File: src/rtl/mux_arb_pkg.sv
// mux_arb_pkg: shared types and select encoding for the round-robin mux arbiter.
package mux_arb_pkg;
    typedef enum logic [1:0] {GNT_A, GNT_B, GNT_C} grant_e;
    typedef enum logic {IDLE, GRANT} state_e;

    // Returns {sel_2, sel_1} steering the two-level datapath to the granted input.
    function automatic logic [1:0] sel_of(grant_e g);
        return (g == GNT_B) ? 2'b01 : (g == GNT_C) ? 2'b10 : 2'b00;
    endfunction
endpackage

File: src/rtl/mux_share_arbiter_dp.sv
// mux3_sel_dp: two-level select, sel_1 picks a/b, sel_2 picks that result or c.
module mux3_sel_dp #(
    parameter int DATA_W = 8
) (
    input  logic [DATA_W-1:0] a,
    input  logic [DATA_W-1:0] b,
    input  logic [DATA_W-1:0] c,
    input  logic              sel_1,
    input  logic              sel_2,
    output logic [DATA_W-1:0] y
);
    logic [DATA_W-1:0] w_l1;
    assign w_l1 = sel_1 ? b : a;
    assign y    = sel_2 ? c : w_l1;
endmodule

File: src/rtl/mux_share_arbiter.sv
// mux_share_arbiter: round-robin burst arbiter sharing the 3-input select datapath
// between three valid/ready requesters onto one output stream.
module mux_share_arbiter
    import mux_arb_pkg::*;
#(
    parameter int DATA_W   = 8,
    parameter int MAX_HOLD = 4
) (
    input  logic                clk,
    input  logic                rst,
    input  logic [2:0]          req_valid,
    input  logic [2:0]          req_last,
    input  logic [3*DATA_W-1:0] req_data,
    output logic [2:0]          req_ready,
    output logic                out_valid,
    output logic [DATA_W-1:0]   out_data,
    input  logic                out_ready,
    output logic                sel_1,
    output logic                sel_2,
    output logic                busy
);
    localparam int HW = $clog2(MAX_HOLD + 1);
    localparam logic [HW-1:0] LAST_BEAT = HW'(MAX_HOLD - 1);

    state_e        r_state, w_state_nx;
    grant_e        r_grant, w_grant_nx;
    logic [HW-1:0] r_hold, w_hold_nx;
    logic [1:0]    w_cand;
    logic          w_found, w_busy, w_gv, w_xfer, w_release;

    always_ff @(posedge clk) begin
        if (rst) begin
            r_state <= IDLE;
            r_grant <= GNT_C;
            r_hold  <= '0;
        end else begin
            r_state <= w_state_nx;
            r_grant <= w_grant_nx;
            r_hold  <= w_hold_nx;
        end
    end

    assign w_busy    = (r_state == GRANT);
    assign w_gv      = req_valid[r_grant];
    assign w_xfer    = w_busy & w_gv & out_ready;
    assign w_release = w_busy & (~w_gv | (w_xfer & (req_last[r_grant] | (r_hold == LAST_BEAT))));

    // Circular search starts just after the previous grant, so it loses priority.
    always_comb begin
        w_state_nx = r_state;
        w_grant_nx = r_grant;
        w_hold_nx  = r_hold;
        w_cand     = r_grant;
        w_found    = 1'b0;
        if (!w_busy) begin
            for (int k = 0; k < 3; k++) begin
                w_cand = (w_cand == 2'd2) ? 2'd0 : w_cand + 2'd1;
                if (!w_found && req_valid[w_cand]) begin
                    w_found    = 1'b1;
                    w_grant_nx = grant_e'(w_cand);
                end
            end
            if (w_found) begin
                w_state_nx = GRANT;
                w_hold_nx  = '0;
            end
        end else if (w_release) begin
            w_state_nx = IDLE;
        end else if (w_xfer) begin
            w_hold_nx = r_hold + HW'(1);
        end
    end

    // Handshake is masked while rst is high so no beat completes in the reset cycle.
    assign {sel_2, sel_1} = w_busy ? sel_of(r_grant) : 2'b00;
    assign out_valid      = w_busy & w_gv & ~rst;
    assign req_ready      = (w_busy & out_ready & ~rst) ? (3'b001 << r_grant) : 3'b000;
    assign busy           = w_busy;

    mux3_sel_dp #(.DATA_W(DATA_W)) u_dp (
        .a     (req_data[0*DATA_W +: DATA_W]),
        .b     (req_data[1*DATA_W +: DATA_W]),
        .c     (req_data[2*DATA_W +: DATA_W]),
        .sel_1 (sel_1),
        .sel_2 (sel_2),
        .y     (out_data)
    );
endmodule
File: config.mk
export PLATFORM = sky130hd
export DESIGN_NAME = mux_share_arbiter
export DESIGN_NICKNAME = d
export VERILOG_FILES = /design/src/rtl/mux_arb_pkg.sv /design/src/rtl/mux_share_arbiter_dp.sv /design/src/rtl/mux_share_arbiter.sv
export SDC_FILE = /design/constraint.sdc
export NUM_CORES = 1
export LEC_CHECK = 0
export BUFFER_PORTS_ARGS = -buffer_cell sky130_fd_sc_hd__buf_2
export CAP_MARGIN = 5
export CORE_AREA = 2 2 43 45
export DETAILED_ROUTE_END_ITERATION = 10
export DIE_AREA = 0 0 45 47
export GPL_TIMING_DRIVEN = 1
export HOLD_SLACK_MARGIN = 0.12
export PLACE_DENSITY = 0.74
export SKIP_LAST_GASP = 1
export SLEW_MARGIN = 10
export SYNTH_ARGS = -nofsm -noshare
export SYNTH_HDL_FRONTEND = slang
export SYNTH_SLANG_ARGS = --single-unit
File: constraint.sdc
create_clock -name clk -period 2 [get_ports clk]
set_input_delay 0.4 -clock clk [delete_from_list [all_inputs] [get_ports clk]]
set_output_delay 0.4 -clock clk [all_outputs]
set_load 0.02 [all_outputs]
# [Word-level counts from Yosys, hierarchy flattened]
# Cells that the tools add are included.
[classes] shifts=1 n_mux=35 n_reduce_logical=8 eq_ne=7 magnitude_cmp=4 bitwise=12 addsub=4
[op_table] operator="2-bit two-way mux" count=9
[op_table] operator="8-bit two-way mux" count=2
[op_table] operator="3-bit two-way mux" count=5
[op_table] operator="1-bit two-way mux" count=14
[op_table] operator="2-bit by 3-bit less-than comparator with 1-bit output (second input constant)" count=4
[op_table] operator="1-bit binary-select mux with 2-bit select" count=5
[op_table] operator="1-bit bitwise AND" count=7
[op_table] operator="2-bit by 1-bit adder with 2-bit output (second input constant)" count=3
[op_table] operator="2-bit equality test (second input constant)" count=3
[op_table] operator="3-bit by 1-bit adder with 3-bit output (second input constant)" count=1
[op_table] operator="3-bit by 2-bit equality test with 1-bit output (second input constant)" count=1
[op_table] operator="1-bit inverter" count=3
[op_table] operator="3-bit AND reduction" count=1
[op_table] operator="3-bit nonzero test" count=1
[op_table] operator="1-bit by 2-bit left shift with 3-bit output (first input constant)" count=1
[op_table] operator="2-bit by 1-bit equality test with 1-bit output (second input constant)" count=1
[op_table] operator="1-bit logical AND" count=2
[op_table] operator="1-bit logical NOT" count=2
[op_table] operator="2-bit by 1-bit inequality test with 1-bit output (second input constant)" count=1
[op_table] operator="2-bit inequality test (second input constant)" count=1
[op_table] operator="1-bit bitwise OR" count=2
[op_table] operator="2-bit AND reduction" count=1
[op_table] operator="2-bit nonzero test" count=1
[totals] register_bits=6 wordCells=74

# [Depth between registers and ports, before layout]
# Gate-level depths: netlist of the first run.
[logic_depth] word_depth=16 ltp_mapped=7 ltp_nobuf=6

# [Modules after synthesis]
# From an unflattened synthesis of the first run, not the netlist that was laid out.
[hier_totals] cells_unflattened=80 hier_area_um2=615.6
[modules_own_cells] module="mux_share_arbiter" area_per_inst_um2=442.9 seq_area_each_um2=120.1 instances=1 cells_per_inst=54
[modules_own_cells] module="mux3_sel_dp" area_per_inst_um2=172.7 seq_area_each_um2=0.0 instances=1 cells_per_inst=26

# [Worst setup path before layout of the first run]
# No wires, ideal clock.
[synth_timing] path_type="register -> output" start="reg r_state (netlist: busy)" end="out out_data[0]" slack_ns=0.110 required_time_ns=1.600 arrival_ns=1.490 path_stages_with_launch=6 cell_sequence="dfxtp_1 inv_2 or2_1 buf_2 mux2i_1 o21ai_1"
[synth_between] elab_chain_len=3
[synth_rtl] item="start, declared" line_no="mux_share_arbiter.sv:25" text="state_e r_state, w_state_nx;"
[synth_rtl] item="start signal, assigned" line_no="mux_share_arbiter.sv:37" text="r_state <= w_state_nx;"
[synth_rtl] item="2-bit two-way mux *" line_no="mux_share_arbiter.sv:75" text="assign {sel_2, sel_1} = w_busy ? sel_of(r_grant) : 2'b00;"
[synth_rtl] item="8-bit two-way mux" line_no="mux_share_arbiter_dp.sv:13" text="assign w_l1 = sel_1 ? b : a;"
[synth_rtl] item="8-bit two-way mux *" line_no="mux_share_arbiter_dp.sv:14" text="assign y = sel_2 ? c : w_l1;"
[synth_rtl] item="end, declared" line_no="mux_share_arbiter.sv:16" text="output logic [DATA_W-1:0] out_data,"
# Every way passes the cells marked *; elsewhere a longest branch is shown, timed or not.

# [Worst setup path after layout of the first run]
[layout_timing] start="reg r_state (netlist: busy)" end="out out_data[3]"
# Same word-level chain as after synthesis.

==> summary.txt, run 1 <==
Cells and area
  • Number of nets in the layout: 166
  • Register area: 121 µm²
  • Area delta synth->final: 45.1%
  • Number of inserted diodes: 0
  • Leading cell types in the layout, fill and taps excluded: 47 x sky130_fd_sc_hd__buf_2, 16 x sky130_fd_sc_hd__nand2_1, 13 x sky130_fd_sc_hd__mux2i_1, 8 x sky130_fd_sc_hd__o21ai_1, 5 x sky130_fd_sc_hd__dfxtp_1
  • Post-route design area: 877 µm²
  • Share of layout cells above drive strength 1: 44.2%
  • Area used by multi-input combinational logic: 443 µm²
  • FILL cells: 162
  • Most frequent standard cell in the layout excluding fill and tap cells: sky130_fd_sc_hd__buf_2
  • Post-route non-filler standard cell count: 146

Drt
  • Drt via density: 5.05
  • Count of routing violations after the opening detailed-route iteration: 8
  • Residual DRC count: 0
  • Via total after detailed routing: 738
  • Final antenna-violating net count: 0
  • Sum of routed wire length over all layers: 1.50 mm
  • First-pass detailed-route iteration total: 4
  • Per-cell routed wire length: 10.3 µm

Power and ir drop
  • Cell internal power dissipation: 0.000283 W
  • Part of the total power dissipated in combinational logic: 45.9%
  • Total power per unit cell area: 506 mW/mm²
  • IR Drop Worst-Case VDD: 0.482 mV
  • Total leakage power: 0.477 nW
  • Clock network fraction of design power: 24.1%
  • Power spent charging and discharging nets: 0.000161 W
  • Switching share of total power: 36.3%
  • Seq pwr share: 30.0%

Run status
  • Result of the run: finished, final reports clean

STA
  • Final Critical Period: 1860 ps
  • Remaining max-slew budget at the tightest pin: 77.8%
  • Worst hold margin: 408 ps
  • Final-report max-slew violation count: 0
  • Worst path setup slack after routing: 140 ps
  • Setup TNS: 0 ps
  • FMAX: 538 MHz
  • Setup repair after global routing missed its margin: no
  • Post-route clock period utilization: 93.0%
  • Worst Max-Slew Pin Slew: 332 ps
  • Number of hold violations in the final report: 0
  • Clock Skew: 4.95 ps
  • Number of endpoints failing setup at the final stage: 0

CTS
  • Clock latency at the later pin of the worst-skew pair: 240 ps
  • Number of sinks handled by clock tree synthesis: 6
  • Clock buffer count from CTS: 3
  • Clk buf depth: 2
  • Clock transition at path regs: 40 ps
  • Number of H-tree levels: 1
  • Clock tree from TritonCTS: done
  • Clock root buffer master: sky130_fd_sc_hd__clkbuf_4
  • Post-CTS Setup Repair Bufs: 0

Critical path
  • Category of the most critical setup path: register to output port
  • Worst EP required: 1600 ps
  • Crit path max-delay cell type: sky130_fd_sc_hd__dfxtp_2
  • Element type at the critical path start: register
  • Crit path max-delay family: flip-flops
  • Arrival time at the worst endpoint: 1460 ps
  • CP max stage delay: 360 ps
  • Worst path cell trace: inv_2, or2_4, mux2i_1, o21ai_1, buf_2
  • Buffers plus inverters on the worst setup path: 2
  • Maximum fanout along the worst path: 10
  • Setup crit end kind: output port

Global route
  • GR Util All Layers: 12.7%
  • Met3 demand-to-capacity share in global routing: 6.15%
  • Met1 track demand over resource: 11.3%
  • Pin count of the biggest net entering global routing: 18
  • M2 GR Usage: 26.0%
  • Most crowded layer after global routing: met2
  • First-pass GRT wire length: 1.97 mm
  • Number of global-route vias before repair: 534
  • Initial antenna violation count: 0
  • Grt total ovfl: 0

Placement
  • Placed cells: 143
  • RD Place Congestion: 0.778
  • Number of port buffers: 47
  • Post-DP Area: 846 µm²
  • DPL Wire Length: 1.30 mm
  • Pre-CTS setup slack: 182 ps

Synth
  • Syn Nets: 117
  • Number of distinct library cells after synthesis: 27
  • Share of synthesized area occupied by flip-flops and latches: 19.9%
  • Synth Register Bits: 6
  • Count of warnings emitted by yosys: 0
  • Area of the mapped netlist: 604 µm²
  • Cells after synthesis: 82
  • Synthesized area per cell: 7.37 µm²

Die
  • Effective utilization at floorplan: 36.6%
  • Die outline width: 45 µm
  • Chip Height: 47 µm
  • Total Die Area: 0.00212 mm²
  • Cell row count: 15
  • I/O pin total: 48
  • Floorplan core area: 0.00165 mm²

Run
  • Max-cap violations: 0

Hold path
  • Hold WC Path Type: input pin to register
[cells in the mapped netlist]
cell                        n  share of area [%]
sky130_fd_sc_hd__a211o_1    1                1.4
sky130_fd_sc_hd__a211oi_1   1                1.2
sky130_fd_sc_hd__a21oi_1    3                2.5
sky130_fd_sc_hd__a311oi_1   1                1.4
sky130_fd_sc_hd__and3_1     1                1.0
sky130_fd_sc_hd__buf_2      3                2.5
sky130_fd_sc_hd__buf_6      1                1.9
sky130_fd_sc_hd__clkbuf_1   1               0.62
sky130_fd_sc_hd__dfxtp_1    6                 20
sky130_fd_sc_hd__ha_1       2                4.1
sky130_fd_sc_hd__inv_1      4                2.5
sky130_fd_sc_hd__inv_2      1               0.62
sky130_fd_sc_hd__mux2i_1   13                 22
sky130_fd_sc_hd__nand2_1   16                9.9
sky130_fd_sc_hd__nand2b_1   1                1.0
sky130_fd_sc_hd__nand3b_1   2                2.5
sky130_fd_sc_hd__nor2_1     4                2.5
sky130_fd_sc_hd__nor2b_1    1                1.0
sky130_fd_sc_hd__nor3_1     2                1.7
sky130_fd_sc_hd__nor3b_1    1                1.2
sky130_fd_sc_hd__nor4b_4    1                3.9
sky130_fd_sc_hd__o211ai_1   1                1.2
sky130_fd_sc_hd__o21a_1     1                1.2
sky130_fd_sc_hd__o21ai_0    2                1.7
sky130_fd_sc_hd__o21ai_1    8                6.6
sky130_fd_sc_hd__or2_1      1                1.0
sky130_fd_sc_hd__or3_1      3                3.1
[logic make-up after synthesis]
logic type               Yosys count  synth area share, %
AO/OA/AOI/OAI                     18                 17.4
AND/OR/NAND/NOR                   33                 29.0
adder cells (fa/ha/maj)            2                 4.14
flip-flops                         6                 19.9
buffers and inverters             10                 8.07
multiplexers                      13                 21.5
[sequential cells by signal (all words and copies together) (netlist names)]
register,flops
r_grant,2
r_hold,3
busy,1
[final timing paths]
check,from,endpoint,slack (ps),cells past startpoint
setup / recovery,busy,out_data[3],140,5
hold / removal,rst,busy,410,2
setup reg to reg,r_hold[0],r_hold[1],460,6
hold reg to reg,r_hold[2],r_hold[2],460,2
[power by group through the flow]
stage | Clock (W) | Sequential [W] | Combinational [W]
floorplan | 0 | 0.000135 | 0.000130
global placement | 0 | 0.000134 | 0.000199
detailed placement | 0 | 0.000134 | 0.000202
CTS | 0.000112 | 0.000132 | 0.000204
global route | 0.000121 | 0.000134 | 0.000223
finish | 0.000107 | 0.000133 | 0.000204
[routing by layer]
| layer | vias up | share of wire, % |
|---|---|---|
| li1 | 381 | - |
| met1 | 319 | 37 |
| met2 | 38 | 48 |
| met3 | 0 | 14 |
| met4 | 0 | 0 |
| met5 | - | 0 |
[cell type report]
type | instances | share of cell area (%)
clock buffer | 3 | 2.57
sequential | 6 | 13.8
tap | 17 | 2.43
multi-input combinational | 66 | 50.5
timing repair buffer | 49 | 28.5
inverter | 5 | 2.14
[stage by stage]
stage	total power, W	utilization [%]
finish	0.000444	53.1
global route	0.000477	53.1
CTS	0.000448	52.8
detailed placement	0.000336	51.2
global placement	0.000333	51.2
floorplan	0.000266	-
[timing repair]
action,CTS,global route
endpoints found under the setup margin,8,4
gates resized for setup,2,2
endpoints found under the hold margin,0,0
hold buffers,0,0
No activity file was read; power rests on OpenSTA's default activity.
==> run 2: changes to the inputs <==
--- a/config.mk
+++ b/config.mk
@@ -12,7 +12,7 @@
 export DIE_AREA = 0 0 45 47
 export GPL_TIMING_DRIVEN = 1
 export HOLD_SLACK_MARGIN = 0.12
-export PLACE_DENSITY = 0.74
+export PLACE_DENSITY = 0.76
 export SKIP_LAST_GASP = 1
 export SLEW_MARGIN = 10
 export SYNTH_ARGS = -nofsm -noshare
==> constraint.sdc (replaced) <==
create_clock -name clk -period 1.75 [get_ports clk]
set_input_delay 0.35 -clock clk [delete_from_list [all_inputs] [get_ports clk]]
set_output_delay 0.35 -clock clk [all_outputs]
set_load 0.02 [all_outputs]
==> run 2 against run 1 <==
Effect of this change: the flow now finishes with violations (negative setup slack); register-to-register slack worse by 330 ps; clock-buffer cell count unchanged; critical path depth unchanged; global-route usage up 6.4 points.
==> summary.txt, run 2 (synthesized netlist as in run 1, its figures left out) <==
Die
  • Effective utilization at floorplan: 36.6% (unchanged)
  • Die outline width: 45 µm (unchanged)
  • Cell row count: 15 (unchanged)
  • I/O pin total: 48 (unchanged)
  • Chip Height: 47 µm (unchanged)
  • Floorplan core area: 0.00165 mm² (unchanged)
  • Total Die Area: 0.00212 mm² (unchanged)

Hold path
  • Source of the worst hold timing path: rst
  • Hold-critical path depth: 2 (unchanged)
  • Hold WC Path Type: input pin to register
  • Endpoint of the worst hold path: busy

Global route
  • Number of global-route vias before repair: 718 (+34%)
  • Pin count of the biggest net entering global routing: 18 (unchanged)
  • Grt total ovfl: 0 (unchanged)
  • Initial antenna violation count: 0 (unchanged)
  • First-pass GRT wire length: 2.93 mm (+49%)
  • GR Util All Layers: 19.1% (+6.4 points)

STA
  • Worst Max-Slew Pin Slew: 363 ps (+30.5 ps)
  • Number of hold violations in the final report: 0 (unchanged)
  • FMAX: 563 MHz
  • Worst path setup slack after routing: -24.9 ps (-165 ps)
  • Final-report max-slew violation count: 0 (unchanged)
  • Remaining max-slew budget at the tightest pin: 75.7% (-2.0 points)
  • Setup TNS: -36.1 ps (-36.1 ps)
  • Post-route clock period utilization: 101%
  • Number of endpoints failing setup at the final stage: 2 (+2)
  • Final Critical Period: 1770 ps
  • Setup repair after global routing missed its margin: yes
  • Worst hold margin: 382 ps (-25.1 ps)
  • Clock Skew: 1.42 ps (-3.53 ps)

Cells and area
  • Number of inserted diodes: 0 (unchanged)
  • Number of nets in the layout: 172 (+3.6%)
  • Most frequent standard cell in the layout excluding fill and tap cells: sky130_fd_sc_hd__buf_2
  • Post-route design area: 0.00108 mm² (+23%)
  • FILL cells: 141 (-13%)
  • Largest register FFs: 3 (unchanged)
  • Area delta synth->final: 78.3%
  • Share of layout cells above drive strength 1: 61.5% (+17 points)
  • Register area: 129 µm² (+6.2%)
  • Most flops, register: r_hold
  • Area used by multi-input combinational logic: 526 µm² (+19%)
  • Leading cell types in the layout, fill and taps excluded: 39 x sky130_fd_sc_hd__buf_2, 15 x sky130_fd_sc_hd__nand2_1, 9 x sky130_fd_sc_hd__mux2i_1, 8 x sky130_fd_sc_hd__o21ai_2, 7 x sky130_fd_sc_hd__buf_4
  • Post-route non-filler standard cell count: 152 (+4.1%)

Power and ir drop
  • Total power per unit cell area: 563 mW/mm² (+11%)
  • Switching share of total power: 35.9% (-0.37 points)
  • Total leakage power: 0.527 nW (+11%)
  • Power spent charging and discharging nets: 0.000218 W (+35%)
  • Power, Total: 0.000607 W (+37%)
  • Part of the total power dissipated in combinational logic: 54.6% (+8.7 points)
  • IR Drop Worst-Case VDD: 0.407 mV (-16%)
  • Cell internal power dissipation: 0.000389 W (+38%)
  • Seq pwr share: 25.5% (-4.5 points)
  • Clock network fraction of design power: 19.9% (-4.2 points)

Placement
  • Post-DP Area: 905 µm² (+7.0%)
  • Placed cells: 145 (+1.4%)
  • Number of port buffers: 47 (unchanged)
  • RD Place Congestion: 0.843 (+8.3%)

Critical path
  • Worst R2R Start: r_grant[0]
  • Source of the critical timing path: r_grant[1]
  • Worst EP required: 1400 ps (-200 ps)
  • Worst Reg-to-Reg Cells: 6 (unchanged)
  • Element type at the critical path start: register
  • Maximum fanout along the worst path: 4 (-6)
  • Register-to-register path setup slack: 130 ps (-330 ps)
  • Reg-to-Reg End: r_hold[0]
  • Category of the most critical setup path: register to output port
  • Arrival time at the worst endpoint: 1420 ps (-40 ps)
  • Setup crit end kind: output port

CTS
  • Number of sinks handled by clock tree synthesis: 6 (unchanged)
  • Clock root buffer master: sky130_fd_sc_hd__clkbuf_4
  • Clock transition at path regs: 40 ps (about the same)
  • Clock latency at the later pin of the worst-skew pair: 240 ps (about the same)
  • Number of hold-repair buffers added at the cts stage: 0 (unchanged)
  • Number of H-tree levels: 1 (unchanged)
  • Clock buffer count from CTS: 3 (unchanged)
  • Clk buf depth: 2 (unchanged)
  • Clock tree from TritonCTS: done

Run status
  • Result of the run: finished with violations
  • Violations in the final reports: negative setup slack

Drt
  • Sum of routed wire length over all layers: 2.01 mm (+34%)
  • Per-cell routed wire length: 13.2 µm (+29%)
  • First-pass detailed-route iteration total: 4 (unchanged)
  • Via total after detailed routing: 788 (+6.8%)
  • Drt via density: 5.18 (+2.6%)
  • Residual DRC count: 0 (unchanged)
  • Final antenna-violating net count: 0 (unchanged)
  • Count of routing violations after the opening detailed-route iteration: 17 (+9)

Run
  • Max-cap violations: 0 (unchanged)
run 2: cell types whose count changed in the layout (fill, tap and decap cells not counted), moves of 2 or more:
| cell | before | now |
|---|---|---|
| sky130_fd_sc_hd__buf_2 | 47 | 39 |
| sky130_fd_sc_hd__o21ai_1 | 8 | 0 |
| sky130_fd_sc_hd__o21ai_2 | 0 | 8 |
| sky130_fd_sc_hd__buf_6 | 0 | 6 |
| sky130_fd_sc_hd__buf_4 | 2 | 7 |
| sky130_fd_sc_hd__mux2i_1 | 13 | 9 |
| sky130_fd_sc_hd__mux2i_2 | 0 | 4 |
| sky130_fd_sc_hd__dfxtp_1 | 5 | 3 |
| sky130_fd_sc_hd__dfxtp_4 | 0 | 2 |
run 2: worst max-delay path, cell delays in order (launching register included):
cell,delay (ps)
sky130_fd_sc_hd__dfxtp_2,310
sky130_fd_sc_hd__nand2b_4,140
sky130_fd_sc_hd__or2_4,280
sky130_fd_sc_hd__mux2i_2,170
sky130_fd_sc_hd__o21ai_2,150
sky130_fd_sc_hd__buf_6,140
run 2: how the worst max path moves through the flow:
stage	depth (start not counted)	slack, ps	end
after floorplan	5	120	out_data[0]
after global routing	5	-60	out_data[0]
after global placement	5	90	out_data[4]
final	5	-20	out_data[0]
after detailed placement	5	30	out_data[4]
after CTS	5	-40	out_data[4]
run 2: final cells by class:
cell class                 instances  share of cell area, %
multi-input combinational         67                   48.8
inverter                           5                   1.74
clock buffer                       3                   2.09
sequential                         6                   12.0
timing repair buffer              54                   33.4
tap                               17                   1.97
run 2: power by group through the flow:
stage                     registers, W  clock network (W)  logic [W]
final                         0.000155           0.000121   0.000332
after CTS                     0.000155           0.000130   0.000305
after global placement        0.000154                  0   0.000257
after floorplan               0.000155                  0   0.000166
after detailed placement      0.000154                  0   0.000264
after global routing          0.000156           0.000137   0.000356
run 2: per-layer routing:
layer  track usage [%]  share of wire, %  routed length [µm]  vias up
li1                  -                 -                   -      397
met1              18.3                34                 685      348
met2              38.3                54                1090       41
met3              5.38                11                 222        2
met4              7.06              0.65                  13        0
met5                 0                 0                   0        -
run 2: what timing repair did:
action                     4_1_cts  5_1_grt
setup endpoints to repair       11       11
pin swaps                        2        2
buffers inserted                 2        0
gates resized for setup         23       10
gates cloned                     1        1
run 2: metrics by stage:
stage	util [%]	worst slack, ps
floorplan	-	117
global placement	54.8	89.3
detailed placement	54.8	26.3
CTS	61.7	-35.8
global route	65.2	-63.6
finish	65.2	-24.9
